===== src/rtl/multi_crack_ctrl_if.sv =====
// Host and engine-array signal bundle for multi_crack_ctrl.
// eng_abort exists only when FOUND_ABORT_EN is defined.
interface multi_crack_ctrl_if #(
  parameter int NUM_ENG = 2,
  parameter int KEY_W   = 24,
  parameter int CNT_W   = 32
);
  logic                     en;
  logic                     rdy;
  logic [KEY_W-1:0]         key;
  logic                     key_valid;
  logic [CNT_W-1:0]         search_cycles;
  logic [NUM_ENG-1:0]       eng_en;
  logic [NUM_ENG*KEY_W-1:0] eng_start;
  logic [KEY_W-1:0]         eng_stride;
  logic [NUM_ENG-1:0]       eng_rdy;
  logic [NUM_ENG*KEY_W-1:0] eng_key;
  logic [NUM_ENG-1:0]       eng_key_valid;
`ifdef FOUND_ABORT_EN
  logic [NUM_ENG-1:0]       eng_abort;
`endif

  modport master (
    input  en,
    input  eng_rdy,
    input  eng_key,
    input  eng_key_valid,
`ifdef FOUND_ABORT_EN
    output eng_abort,
`endif
    output rdy,
    output key,
    output key_valid,
    output search_cycles,
    output eng_en,
    output eng_start,
    output eng_stride
  );

  modport slave (
    output en,
    output eng_rdy,
    output eng_key,
    output eng_key_valid,
`ifdef FOUND_ABORT_EN
    input  eng_abort,
`endif
    input  rdy,
    input  key,
    input  key_valid,
    input  search_cycles,
    input  eng_en,
    input  eng_start,
    input  eng_stride
  );
endinterface


===== src/rtl/multi_crack_ctrl.sv =====
// Dispatches a key search over NUM_ENG engines and collects the winner.
// Optional FOUND_ABORT_EN: abort still-running engines once a key is found.
module multi_crack_ctrl #(
  parameter int NUM_ENG = 2,
  parameter int KEY_W   = 24,
  parameter int CNT_W   = 32
) (
  input logic              clk,
  input logic              rst_n,
  multi_crack_ctrl_if.master bus
);

  typedef enum logic [1:0] {
    IDLE,
    DISPATCH,
    COLLECT,
    REPORT
  } state_t;

  localparam logic [NUM_ENG-1:0] ALL = '1;
  localparam logic [CNT_W-1:0]   CMAX = '1;

  state_t             state, state_nxt;
  logic [NUM_ENG-1:0] done_q;
  logic [NUM_ENG-1:0] newly;
  logic [NUM_ENG-1:0] eng_en;
  logic               first_q;
  logic [KEY_W-1:0]   key_q;
  logic [KEY_W-1:0]   win_key;
  logic               key_valid_q;
  logic               win;
  logic [CNT_W-1:0]   cnt_q;

  // Lowest-index valid finisher wins; loop runs high to low so it overrides.
  always_comb begin
    newly   = '0;
    win     = 1'b0;
    win_key = '0;
    if (state == COLLECT && !first_q)
      newly = bus.eng_rdy & ~done_q;
    for (int i = NUM_ENG - 1; i >= 0; i--) begin
      if (newly[i] && bus.eng_key_valid[i]) begin
        win     = 1'b1;
        win_key = bus.eng_key[i*KEY_W +: KEY_W];
      end
    end
    win = win && !key_valid_q;
  end

  always_ff @(posedge clk or negedge rst_n) begin
    if (!rst_n)
      state <= IDLE;
    else
      state <= state_nxt;
  end

  always_comb begin
    state_nxt = state;
    eng_en    = '0;
    unique case (state)
      IDLE: begin
        if (bus.en)
          state_nxt = DISPATCH;
      end
      DISPATCH: begin
        if (&bus.eng_rdy) begin
          eng_en    = '1;
          state_nxt = COLLECT;
        end
      end
      COLLECT: begin
        if ((done_q | newly) == ALL)
          state_nxt = REPORT;
      end
      REPORT: begin
        state_nxt = IDLE;
      end
      default: begin
        state_nxt = IDLE;
      end
    endcase
  end

  always_ff @(posedge clk or negedge rst_n) begin
    if (!rst_n) begin
      first_q     <= 1'b0;
      done_q      <= '0;
      key_q       <= '0;
      key_valid_q <= 1'b0;
      cnt_q       <= '0;
    end else begin
      first_q <= (state == DISPATCH);
      if (state == IDLE && bus.en) begin
        done_q      <= '0;
        key_q       <= '0;
        key_valid_q <= 1'b0;
        cnt_q       <= '0;
      end else begin
        done_q <= done_q | newly;
        if (win) begin
          key_q       <= win_key;
          key_valid_q <= 1'b1;
        end
        if ((state == DISPATCH || state == COLLECT)
            && cnt_q != CMAX)
          cnt_q <= cnt_q + CNT_W'(1);
      end
    end
  end

`ifdef FOUND_ABORT_EN
  logic [NUM_ENG-1:0] abort_q;
  logic [NUM_ENG-1:0] abort_now;

  assign abort_now = win ? ~(done_q | newly) : '0;

  always_ff @(posedge clk or negedge rst_n) begin
    if (!rst_n)
      abort_q <= '0;
    else if (state_nxt != COLLECT)
      abort_q <= '0;
    else
      abort_q <= abort_q | abort_now;
  end

  assign bus.eng_abort = abort_q | abort_now;
`endif

  assign bus.rdy           = (state == IDLE);
  assign bus.key           = key_q;
  assign bus.key_valid     = key_valid_q;
  assign bus.search_cycles = cnt_q;
  assign bus.eng_en        = eng_en;
  assign bus.eng_stride    = KEY_W'(NUM_ENG);

  for (genvar g = 0; g < NUM_ENG; g++) begin : g_start
    assign bus.eng_start[g*KEY_W +: KEY_W] = KEY_W'(g);
  end

endmodule


===== src/flat_wrapper.sv =====
// flat-port wrapper written by rule: the top's interface ports become plain ports
module multi_crack_ctrl_flat 
#(
  parameter int NUM_ENG = 2,
  parameter int KEY_W   = 24,
  parameter int CNT_W   = 32
)
  (clk, rst_n, bus_en, bus_eng_rdy, bus_eng_key, bus_eng_key_valid, bus_rdy, bus_key, bus_key_valid, bus_search_cycles, bus_eng_en, bus_eng_start, bus_eng_stride);
  multi_crack_ctrl_if #(.NUM_ENG(NUM_ENG), .KEY_W(KEY_W), .CNT_W(CNT_W)) bus_i ();
  input logic clk;
  input logic rst_n;
  input wire logic [$bits(bus_i.en)-1:0] bus_en;
  input wire logic [$bits(bus_i.eng_rdy)-1:0] bus_eng_rdy;
  input wire logic [$bits(bus_i.eng_key)-1:0] bus_eng_key;
  input wire logic [$bits(bus_i.eng_key_valid)-1:0] bus_eng_key_valid;
  output wire logic [$bits(bus_i.rdy)-1:0] bus_rdy;
  output wire logic [$bits(bus_i.key)-1:0] bus_key;
  output wire logic [$bits(bus_i.key_valid)-1:0] bus_key_valid;
  output wire logic [$bits(bus_i.search_cycles)-1:0] bus_search_cycles;
  output wire logic [$bits(bus_i.eng_en)-1:0] bus_eng_en;
  output wire logic [$bits(bus_i.eng_start)-1:0] bus_eng_start;
  output wire logic [$bits(bus_i.eng_stride)-1:0] bus_eng_stride;
  assign bus_i.en = bus_en;
  assign bus_i.eng_rdy = bus_eng_rdy;
  assign bus_i.eng_key = bus_eng_key;
  assign bus_i.eng_key_valid = bus_eng_key_valid;
  assign bus_rdy = bus_i.rdy;
  assign bus_key = bus_i.key;
  assign bus_key_valid = bus_i.key_valid;
  assign bus_search_cycles = bus_i.search_cycles;
  assign bus_eng_en = bus_i.eng_en;
  assign bus_eng_start = bus_i.eng_start;
  assign bus_eng_stride = bus_i.eng_stride;
  multi_crack_ctrl #(.NUM_ENG(NUM_ENG), .KEY_W(KEY_W), .CNT_W(CNT_W)) u_core (.clk(clk), .rst_n(rst_n), .bus(bus_i));
endmodule

===== config.mk =====
export PLATFORM = sky130hd
export DESIGN_NAME = multi_crack_ctrl_flat
export DESIGN_NICKNAME = d
export VERILOG_FILES = /design/src/rtl/multi_crack_ctrl_if.sv /design/src/rtl/multi_crack_ctrl.sv /design/src/flat_wrapper.sv
export SDC_FILE = /design/constraint.sdc
export NUM_CORES = 1
export LEC_CHECK = 0
export ABC_CLOCK_PERIOD_IN_PS = 2300
export CAP_MARGIN = 10
export CORE_MARGIN = 2
export CORE_UTILIZATION = 40
export CTS_CLUSTER_DIAMETER = 30
export DETAILED_ROUTE_END_ITERATION = 8
export GPL_TIMING_DRIVEN = 0
export PLACE_DENSITY_LB_ADDON = 0.25
export SLEW_MARGIN = 10
export SYNTH_ARGS = -nofsm -noshare
export SYNTH_HDL_FRONTEND = slang
export SYNTH_SLANG_ARGS = --single-unit

===== constraint.sdc =====
create_clock -name clk -period 2.3 [get_ports clk]
set_input_delay 0.46 -clock clk [delete_from_list [all_inputs] [get_ports clk]]
set_output_delay 0.46 -clock clk [all_outputs]
set_load 0.01 [all_outputs]

==> summary.md, run 1 <==
| Metric | Value |
|---|---|
| Min Hold Slack | `about 0.21 ns` |
| Via count | `3654` |
| Die H | `103.0 um` |
| DP Wirelength | `approximately 7700 um` |
| Yosys cell types | `47` |
| Starting Density | `roughly two fifths` |
| Reg area | `roughly 0.0016 mm^2` |
| Core box area | `just under 0.01 mm^2` |
| Maximum Capacitance Violations | `0` |
| Instance count of the mapped netlist | `424` |
| Latest clock arrival within the worst-skew pair | `roughly 0.33 ns` |
| Crit path max-delay family | `simple AND/OR/NAND/NOR gates` |
| Slew of the pin with the lowest slew margin | `roughly 0.78 ns` |
| Clock Pin Slew Worst Setup and Hold Paths | `approximately 0.070 ns` |
| Hold Vio Cnt, Final | `0` |
| Synth warn | `0` |
| Crit path max fanout | `10` |
| Critical path's slowest cell | `or4_4` |
| Max rail drop VDD | `between 0.4 and 0.5 mV` |
| Slew Viols, Final | `0` |
| Min-delay worst type | `primary input to async pin` |
| Layout Skew | `about 0.0052 ns` |
| Clock power share | `23.4%` |
| Reg-to-Reg Start | `u_core.bus.search_cycles[0]$_DFFE_PN0P_` |
| Slew HR | `between 40% and 50%` |
| Min Tclk post-route | `2.215 ns` |
| R2r setup slk | `approximately 0.085 ns` |
| P&R area growth vs syn | `48.99%` |
| PwrDens | `816.6 mW/mm^2` |
| Root cell of the clock tree | `clkbuf_8` |
| Row count | `36` |
| CP max stage delay | `0.60 ns` |
| Worst setup EP type | `flip-flop` |
| Crit Path Category | `flip-flop to flip-flop` |
| Leakage | `roughly 2.6 nW` |
| Vias in the first global route | `~3400` |
| P_sw | `around 0.0016 W` |
| CTS Buf Count | `9` |
| Dpl cells | `between 700 and 800` |
| Port Buffers | `approximately 110` |
| Required @ worst endpoint | `between 2 and 3 ns` |
| Reg2reg path depth | `8` |
| Final non-filler cell total | `about 760` |
| Async SR Flop Fraction | `100.0%` |
| Power consumption | `between 0.004 and 0.005 W` |
| Status | `completed` |
| Area occupied by multi-input gates | `around 0.002 mm^2` |
| Crit share post-route | `between 90% and 100%` |
| Cell mode on critical path | `buf_6` |
| H-tree Lvls | `3` |
| GR Util All Layers | `between 10% and 20%` |
| Synth area leader | `dfrtp_1` |
| Synth top area share | `between 30% and 40%` |
| P_int | `between 0.003 and 0.004 W` |
| Combinational Power Share | `between 40 and 50%` |
| # diodes | `0` |
| Share of layout cells above drive strength 1 | `20.95%` |
| Die X | `slightly above 100 um` |
| Routability cong. | `roughly 0.85` |
| Part of the power in registers | `32.4%` |
| Die ar. | `~0.011 mm^2` |
| Initial antenna violation count | `0` |
| Prevailing post-synth register cell | `dfrtp_1` |
| Via density | `around 4.8` |
| Initial drt markers | `~120` |
| Switching Share | `between 30 and 40%` |
| Clk buf depth | `2` |
| Max Clk Rate | `approximately 450 MHz` |
| Finish-stage setup viols | `0` |
| Post-Syn Area | `0.003918 mm^2` |
| Post-synth EDFFs | `0` |
| Post-synth top cells | `buf_4, dfrtp_1, nor2_1` |
| Clock tree sinks | `just over 60` |
| Final core utilization | `60.55%` |
| Critical R2R Capture | `u_core.bus.search_cycles[0]$_DFFE_PN0P_` |
| Fin nets | `around 690` |
| Grt ovf | `0` |
| # DRC | `0` |
| CTS Hold Bufs | `0` |
| Startpoint types | `flip-flop` |
| Mapped Avg Cell Area | `9.239 um^2` |
| TritonRoute pass-1 iters | `4` |
| Synthesized flop and latch total | `62` |
| Drt total wl | `between 10000 and 15000 um` |
| Worst Path Arrival | `roughly 2.4 ns` |
| Top Ports | `roughly 190` |
| Largest net degree at the start of global routing | `63` |
| Routed length per instance | `13.19 um` |
| CP Buf/Inv Count | `3` |
| Count leader, synth | `buf_4` |
| Dominant cells by area after synthesis | `dfrtp_1, buf_4, mux2i_1` |
| FILL cells | `a little under 900` |
| Number of nets with antenna violations after routing | `0` |
| CP cell instances | `ha_4, inv_1, or4_4, o31ai_4, buf_6, buf_6, xor2_1, nor2_1` |
| First-pass GRT wire length | `16140 um` |
| Register area share after synthesis | `39.60%` |
| CTS tree | `done` |
what timing repair did:
action | CTS | global route
buffers inserted | 1 | 6
gates resized for setup | 10 | 21
setup endpoints to repair | 43 | 34
pin swaps | 2 | 2
area by class of cell:
| cell class | count | area share, % |
|---|---|---|
| Multi-Input combinational cell | 335 | 34.21 |
| Sequential cell | 62 | 26.71 |
| Timing Repair Buffer | 121 | 20.43 |
| Buffer | 90 | 11.40 |
| Clock buffer | 13 | 2.894 |
| Tap cell | 133 | 2.851 |
| Clock inverter | 3 | 1.115 |
| Inverter | 6 | 0.3859 |
cells by family after synthesis:
family | Yosys count | share of synthesized area [%]
buffers and inverters | 97 | 17.31
DFF | 62 | 39.60
xor gates and xnor gates | 4 | 0.8942
other | 2 | 0.1917
adders and majority gates | 5 | 1.597
and+or+nand+nor | 142 | 19.71
AOI/OAI and AO/OA | 88 | 14.56
muxes | 24 | 6.132
stage by stage:
stage               instance area, um^2  setup TNS [ns]  worst slack, ns
finish                             5837               0          0.08486
global route                       5837       -0.001857        -0.001857
CTS                                5748               0         0.001140
detailed placement                 5485          -9.173          -0.3526
global placement                   5488          -84.54           -1.256
floorplan                          4180               0          0.08901
flip-flops by register name (all words and copies together), names as in the netlist:
name                      cells
u_core.done_q                 2
u_core.bus.key_valid          1
u_core.bus.key               24
u_core.bus.search_cycles     32
u_core.state                  2
u_core.first_q                1
how the worst max path moves through the flow:
stage	start	endpoint	slack [ns]	cells after the start
6_report	u_core.bus.search_cycles[0]$_DFFE_PN0P_	u_core.bus.search_cycles[0]$_DFFE_PN0P_	0.08	8
3_5_place_dp	bus_eng_rdy[1]	u_core.bus.key[4]$_DFFE_PN0P_	-0.35	7
5_1_grt	u_core.bus.search_cycles[0]$_DFFE_PN0P_	u_core.bus.search_cycles[17]$_DFFE_PN0P_	-0.002	6
2_1_floorplan	u_core.bus.search_cycles[0]$_DFFE_PN0P_	u_core.bus.search_cycles[0]$_DFFE_PN0P_	0.09	8
3_3_place_gp	rst_n	u_core.bus.key[19]$_DFFE_PN0P_	-1.26	1
4_1_cts	u_core.bus.search_cycles[0]$_DFFE_PN0P_	u_core.bus.search_cycles[0]$_DFFE_PN0P_	0.001	8
layout by cell type (no fill, tap or decap), drive strengths merged, types with 2 or more instances in the layout:
cell type,netlist,layout
and2,4,4
buf,79,87
xor2,4,4
and3b,3,3
nor2,35,35
and4,2,2
conb,2,72
a21oi,25,25
o21ai,22,22
or3,22,22
ha,5,5
nand3b,2,2
nand3,13,13
o211ai,5,5
bufinv,0,2
clkbuf,12,24
o31ai,6,6
mux2i,24,24
nand4,8,8
a211oi,24,24
or4,9,9
inv,6,6
nor3,3,3
nand2,28,28
and3,6,6
dfrtp,62,62
nor2b,2,2
clkdlybuf4s50,0,111
nor4,3,3
per-layer routing:
layer | wire (um) | track usage (%) | up-vias
met1 | 3862 | 22.38 | 1706
met4 | 129 | 7.490 | 0
met3 | 1013 | 7.593 | 13
met2 | 5061 | 33.22 | 156
li1 | - | - | 1779
met5 | 0 | 0 | -
power groups by stage:
stage | sequential, W | clock, W | combinational [W]
after floorplan | 0.00162 | 0 | 0.00102
after global placement | 0.00154 | 0 | 0.00193
after detailed placement | 0.00156 | 0 | 0.00196
after CTS | 0.00156 | 0.00114 | 0.00202
after global routing | 0.00158 | 0.00119 | 0.00234
final | 0.00154 | 0.00111 | 0.00211
(Power assumes the default switching activity.)
==> inputs of run 2 (changes only) <==
CORE_UTILIZATION = 30   (was 40)
==> run 2 against run 1 <==
Cell count increased by 5.0%; sequential power about the same; clock power up 33%; utilization is 14 points lower; routed wire length is 1.1% higher; power increased by 8.0%; worst hold slack improved by 0.0024 ns; combinational power about the same; critical path depth stayed put.
==> summary.md, run 2 (synthesis results as in run 1) <==
| Metric | Value |
|---|---|
| Status | `completed (unchanged)` |
| CTS Buf Count | `9 (unchanged)` |
| Min-delay worst type | `primary input to async pin (unchanged)` |
| Crit path max fanout | `10 (unchanged)` |
| Setup TNS | `0 ns (unchanged)` |
| R2r setup slk | `0.08 ns (about the same)` |
| GR Util All Layers | `14.64% (was 19.60%)` |
| Share of layout cells above drive strength 1 | `20.51% (was 20.95%)` |
| Leading cell types in the layout, fill and taps excluded | `clkdlybuf4s50_1, buf_4, conb_1 (unchanged)` |
| Max rail drop VDD | `0.3709 mV (was 0.4255 mV)` |
| Number of flip-flops under the largest register name | `32 (unchanged)` |
| Grt ovf | `0 (unchanged)` |
| Starting Density | `30.92% (was 40.64%)` |
| Drt total wl | `10170 um (was 10070 um)` |
| Die X | `118.3 um (was 103.0 um)` |
| Max Clk Rate | `450.9 MHz (was 451.4 MHz)` |
| Required @ worst endpoint | `2.49 ns (was 2.50 ns)` |
| Largest net degree at the start of global routing | `63 (unchanged)` |
| Clock tree sinks | `62 (unchanged)` |
| Slew of the pin with the lowest slew margin | `0.7902 ns (was 0.7833 ns)` |
| Via count | `3534 (was 3654)` |
| Die H | `118.3 um (was 103.0 um)` |
| Port Buffers | `114 (unchanged)` |
| Maximum Capacitance Violations | `0 (unchanged)` |
| Min Tclk post-route | `2.218 ns (was 2.215 ns)` |
| # diodes | `0 (unchanged)` |
| Finish-stage setup viols | `0 (unchanged)` |
| Routed length per instance | `12.70 um (was 13.19 um)` |
| Layout Skew | `0.005918 ns (was 0.005240 ns)` |
| Slew Viols, Final | `0 (unchanged)` |
| First-pass GRT wire length | `16620 um (was 16140 um)` |
| Final core utilization | `46.86% (was 60.55%)` |
| Routability cong. | `0.7725 (was 0.8496)` |
| Initial antenna violation count | `0 (unchanged)` |
| CTS tree | `done (unchanged)` |
| Leakage | `2.573 nW (was 2.553 nW)` |
| Commonest non-fill, non-tap cell in the layout | `clkdlybuf4s50_1 (unchanged)` |
| Slew HR | `47.32% (was 47.78%)` |
| Reg2reg path depth | `8 (unchanged)` |
| # DRC | `0 (unchanged)` |
| Top Ports | `187 (unchanged)` |
| Root cell of the clock tree | `clkbuf_16 (was clkbuf_8)` |
| P&R area growth vs syn | `51.58% (was 48.99%)` |
| Die ar. | `0.01399 mm^2 (was 0.01060 mm^2)` |
| Crit share post-route | `96.43% (was 96.31%)` |
| Core box area | `0.01267 mm^2 (was 0.009639 mm^2)` |
| Min Hold Slack | `0.2132 ns (was 0.2108 ns)` |
| Clock Pin Slew Worst Setup and Hold Paths | `0.05 ns (was 0.07 ns)` |
| Vias in the first global route | `3322 (was 3437)` |
| Via density | `4.412 (was 4.789)` |
| Hold Vio Cnt, Final | `0 (unchanged)` |
| Startpoint types | `flip-flop (unchanged)` |
| PwrDens | `867.3 mW/mm^2 (was 816.6 mW/mm^2)` |
| Clk buf depth | `2 (unchanged)` |
| Initial drt markers | `129 (was 123)` |
| Crit Path Category | `flip-flop to flip-flop (unchanged)` |
| Number of nets with antenna violations after routing | `0 (unchanged)` |
| Latest clock arrival within the worst-skew pair | `0.33 ns (about the same)` |
| TritonRoute pass-1 iters | `4 (unchanged)` |
| CTS Hold Bufs | `0 (unchanged)` |
| Fin nets | `685 (unchanged)` |
| Worst Path Arrival | `2.41 ns (about the same)` |
| H-tree Lvls | `3 (unchanged)` |
| DP Wirelength | `7802 um (was 7657 um)` |
| Row count | `41 (was 36)` |
| Worst setup EP type | `flip-flop (unchanged)` |
[run 2: cell types whose count changed in the layout (fill, tap and decap cells not counted), sizes merged]
cell / previous run / this run
clkdlybuf4s50: 111 / 112
dlymetal6s2s: 1 / 0
clkinv: 1 / 2
clkbuf: 24 / 21
buf: 87 / 88
[run 2: final timing paths]
check | from | to
setup / recovery | u_core.bus.search_cycles[1]$_DFFE_PN0P_ | u_core.bus.search_cycles[0]$_DFFE_PN0P_
hold / removal | rst_n | u_core.bus.key[9]$_DFFE_PN0P_
setup reg to reg | u_core.bus.search_cycles[1]$_DFFE_PN0P_ | u_core.bus.search_cycles[0]$_DFFE_PN0P_
hold reg to reg | u_core.done_q[1]$_DFF_PN0_ | u_core.done_q[1]$_DFF_PN0_
max in group asynchronous | rst_n | u_core.bus.search_cycles[0]$_DFFE_PN0P_
min in group clk | u_core.done_q[1]$_DFF_PN0_ | u_core.done_q[1]$_DFF_PN0_
[run 2: final cells by class]
cell class / count / area, um^2
fill: 1246 / 6733
multi-input combinational: 335 / 1969
sequential: 62 / 1555
timing repair buffer: 121 / 1190
buffer: 90 / 663.1
clock buffer: 11 / 252.7
tap: 172 / 215.2
clock inverter: 4 / 70.07
inverter: 6 / 22.52
[run 2: routing by layer]
metal  vias up  GRT usage, %  part of all wire (%)
met1      1607         16.98                    41
met4         0         5.497                   1.3
met2       141         23.99                    47
li1       1777             -                     -
met3         9         6.178                    11
met5         -             0                     0
[run 2: critical path: stages, from the launching register on]
cell,delay (ns)
dfrtp_2,0.41
ha_4,0.19
inv_1,0.11
or4_4,0.59
o31ai_4,0.28
buf_6,0.16
buf_6,0.13
xor2_1,0.16
nor2_1,0.05
[run 2: metrics by stage]
stage / setup slack, ns / cells / area [um^2] / power [W]
global placement: -1.305 / 780 / 5537 / 0.003492
finish: 0.08205 / 801 / 5938 / 0.005150
detailed placement: -0.3429 / 780 / 5534 / 0.003523
floorplan: 0.08901 / 494 / 4180 / 0.002641
CTS: 0.02379 / 796 / 5888 / 0.005098
global route: -0.001785 / 801 / 5938 / 0.005483
[run 2: repair_timing]
action / 4_1_cts / 5_1_grt
setup endpoints to repair: 42 / 26
endpoints found under the hold margin: 0 / 0
setup buffers: 1 / 6
resized for setup: 11 / 11
pin swaps: 1 / 2
[run 2: power breakdown]
part	switching (W)	internal [W]	leakage, nW
sequential	0.000188	0.00136	0.834
combinational	0.00103	0.00110	1.58
clock	0.000479	0.000997	0.161
==> inputs of run 3 (changes only) <==
--- a/constraint.sdc
+++ b/constraint.sdc
@@ -3,2 +3,2 @@
 set_output_delay 0.46 -clock clk [all_outputs]
-set_load 0.01 [all_outputs]
+set_load 0.005 [all_outputs]
==> run 3 against run 2 <==
Utilization hardly changed; count of clock-buffer cells in the layout did not move; routed wire length about the same; via count is 0.11% higher; die area unchanged; sequential power is essentially flat; setup slack got worse by 0.022 ns; sequential cell count stayed put; critical path type is now flip-flop to primary output; largest power group unchanged.
==> summary.md, run 3 (synthesis results as in run 1) <==
| Metric | Value |
|---|---|
| Worst setup EP type | `primary output (was flip-flop)` |
| P_int | `0.003442 W (was 0.003451 W)` |
| Min Tclk post-route | `2.240 ns (was 2.218 ns)` |
| CP cell instances | `inv_2, ha_2, and3_1, buf_4, clkdlybuf4s50_1 (was ha_4, inv_1, or4_4, o31ai_4, buf_6, buf_6, xor2_1, nor2_1)` |
| Maximum Capacitance Violations | `0 (unchanged)` |
| CTS Buf Count | `9 (unchanged)` |
| Slew of the pin with the lowest slew margin | `0.7901 ns (was 0.7902 ns)` |
| Status | `completed (unchanged)` |
| Setup TNS | `0 ns (unchanged)` |
| Initial antenna violation count | `0 (unchanged)` |
| Layout Skew | `0.005917 ns (was 0.005918 ns)` |
| Worst Path Arrival | `1.78 ns (was 2.41 ns)` |
| Crit share post-route | `97.37% (was 96.43%)` |
| Routability cong. | `0.7725 (unchanged)` |
| Port Buffers | `114 (unchanged)` |
| Number of nets with antenna violations after routing | `0 (unchanged)` |
| CP Buf/Inv Count | `3 (unchanged)` |
| Dpl cell area | `0.005534 mm^2 (unchanged)` |
| Worst slack, placed | `-0.3429 ns (unchanged)` |
| Core box area | `0.01267 mm^2 (unchanged)` |
| Die X | `118.3 um (unchanged)` |
| CTS tree | `done (unchanged)` |
| FILL cells | `1246 (unchanged)` |
| Max rail drop VDD | `0.3702 mV (was 0.3709 mV)` |
| Finish-stage setup viols | `0 (unchanged)` |
| GR Util All Layers | `14.64% (unchanged)` |
| Switching Share | `31.54% (was 33.00%)` |
| DP Wirelength | `7802 um (unchanged)` |
| Routed length per instance | `12.70 um (about the same)` |
| Reg-to-Reg Start | `u_core.bus.search_cycles[1]$_DFFE_PN0P_ (unchanged)` |
| Required @ worst endpoint | `1.84 ns (was 2.49 ns)` |
| Share of layout cells above drive strength 1 | `20.35% (was 20.51%)` |
| Crit path max-delay family | `buffers and inverters (was simple AND/OR/NAND/NOR gates)` |
| Via count | `3538 (was 3534)` |
| # DRC | `0 (unchanged)` |
| # diodes | `0 (unchanged)` |
| Power consumption | `0.005027 W (was 0.005150 W)` |
| Critical R2R Capture | `u_core.bus.search_cycles[0]$_DFFE_PN0P_ (unchanged)` |
| Commonest non-fill, non-tap cell in the layout | `clkdlybuf4s50_1 (unchanged)` |
| Latest clock arrival within the worst-skew pair | `0.33 ns (about the same)` |
| Crit path max fanout | `4 (was 10)` |
| Fin area | `0.005937 mm^2 (was 0.005938 mm^2)` |
| Critical path's slowest cell | `clkdlybuf4s50_1 (was or4_4)` |
| Min-delay worst type | `primary input to async pin (unchanged)` |
| P&R area growth vs syn | `51.55% (was 51.58%)` |
| Initial drt markers | `131 (was 129)` |
| Leakage | `2.570 nW (was 2.573 nW)` |
| Startpoint types | `flip-flop (unchanged)` |
| Slew Viols, Final | `0 (unchanged)` |
| Vias in the first global route | `3322 (unchanged)` |
| RSZ-0062 raised after global routing | `true` |
| Via density | `4.417 (was 4.412)` |
| Largest net degree at the start of global routing | `63 (unchanged)` |
| Clock tree sinks | `62 (unchanged)` |
| Top Ports | `187 (unchanged)` |
| TritonRoute pass-1 iters | `4 (unchanged)` |
| Clock Pin Slew Worst Setup and Hold Paths | `0.05 ns (about the same)` |
| Clock power share | `29.4% (was 28.7%)` |
| First-pass GRT wire length | `16620 um (unchanged)` |
| PwrDens | `846.8 mW/mm^2 (was 867.3 mW/mm^2)` |
| Die ar. | `0.01399 mm^2 (unchanged)` |
| Combinational Power Share | `39.9% (was 41.3%)` |
| Crit Path Category | `flip-flop to primary output (was flip-flop to flip-flop)` |
| Clk buf depth | `2 (unchanged)` |
| Leading cell types in the layout, fill and taps excluded | `clkdlybuf4s50_1, buf_4, conb_1 (unchanged)` |
| Setup ws final | `0.06045 ns (was 0.08205 ns)` |
| Die H | `118.3 um (unchanged)` |
| Grt ovf | `0 (unchanged)` |
| Max Clk Rate | `446.5 MHz (was 450.9 MHz)` |
| Hold Vio Cnt, Final | `0 (unchanged)` |
| P_sw | `0.001586 W (was 0.001700 W)` |
| Number of flip-flops under the largest register name | `32 (unchanged)` |
| CTS Hold Bufs | `0 (unchanged)` |
| Fin nets | `685 (unchanged)` |
| Drt total wl | `10170 um (about the same)` |
| H-tree Lvls | `3 (unchanged)` |
| Row count | `41 (unchanged)` |
| R2r setup slk | `0.08 ns (about the same)` |
| Part of the power in registers | `30.7% (was 30.0%)` |
| Slew HR | `47.32% (about the same)` |
| Starting Density | `30.92% (unchanged)` |
| Root cell of the clock tree | `clkbuf_16 (unchanged)` |
| CP max stage delay | `0.48 ns (was 0.59 ns)` |
| Reg2reg path depth | `8 (unchanged)` |
## run 3: cell count changes in the layout (fill, tap and decap cells not counted), sizes merged
cell / delta
clkdlybuf4s50: +1
dlygate4sd2: -1
## run 3: layer usage
| layer | vias to the layer above | GRT usage [%] | part of all wire, % |
|---|---|---|---|
| met4 | 0 | 5.497 | 1.3 |
| met5 | - | 0 | 0 |
| met1 | 1609 | 16.98 | 41 |
| met2 | 143 | 23.99 | 47 |
| met3 | 9 | 6.178 | 11 |
| li1 | 1777 | - | - |
## run 3: final cells by class
type / instances / area, um^2 / share of cell area [%]
buffer: 90 / 663.1 / 11.17
clock buffer: 11 / 252.7 / 4.257
clock inverter: 4 / 70.07 / 1.180
inverter: 6 / 22.52 / 0.3793
multi-input combinational: 335 / 1967 / 33.13
sequential: 62 / 1555 / 26.20
tap: 172 / 215.2 / 3.625
timing repair buffer: 121 / 1191 / 20.06
## run 3: repair_timing
action / 4_1_cts / 5_1_grt
endpoints found under the setup margin: 42 / 27
gates resized for setup: 10 / 10
pin swaps: 1 / 2
hold endpoints to repair: 0 / 0
setup buffers: 1 / 6
## run 3: worst max path at each step
stage	from	end	slack (ns)	depth (start not counted)
floorplan	u_core.bus.search_cycles[0]$_DFFE_PN0P_	u_core.bus.search_cycles[0]$_DFFE_PN0P_	0.13	8
global placement	rst_n	u_core.bus.search_cycles[19]$_DFFE_PN0P_	-1.31	1
detailed placement	bus_eng_rdy[0]	u_core.bus.key[18]$_DFFE_PN0P_	-0.34	7
CTS	u_core.state[0]$_DFFE_PN0P_	u_core.bus.key[18]$_DFFE_PN0P_	0.02	8
global route	u_core.state[1]$_DFFE_PN0P_	bus_eng_en[1]	-0.01	5
finish	u_core.state[1]$_DFFE_PN0P_	bus_eng_en[1]	0.06	5
## run 3: power groups by stage
stage	registers, W	logic, W	clock network, W
detailed placement	0.00155	0.00186	0
floorplan	0.00154	0.000988	0
global placement	0.00154	0.00184	0
finish	0.00155	0.00201	0.00148
CTS	0.00155	0.00191	0.00152
global route	0.00159	0.00220	0.00157
## run 3: through the flow
stage	hold WS, ns	std cells	utilization (%)
2_1_floorplan	0.1644	494	-
3_3_place_gp	0.5142	780	43.70
3_5_place_dp	0.5291	780	43.68
4_1_cts	0.2497	796	46.48
5_1_grt	0.2813	801	46.85
6_report	0.2132	801	46.85
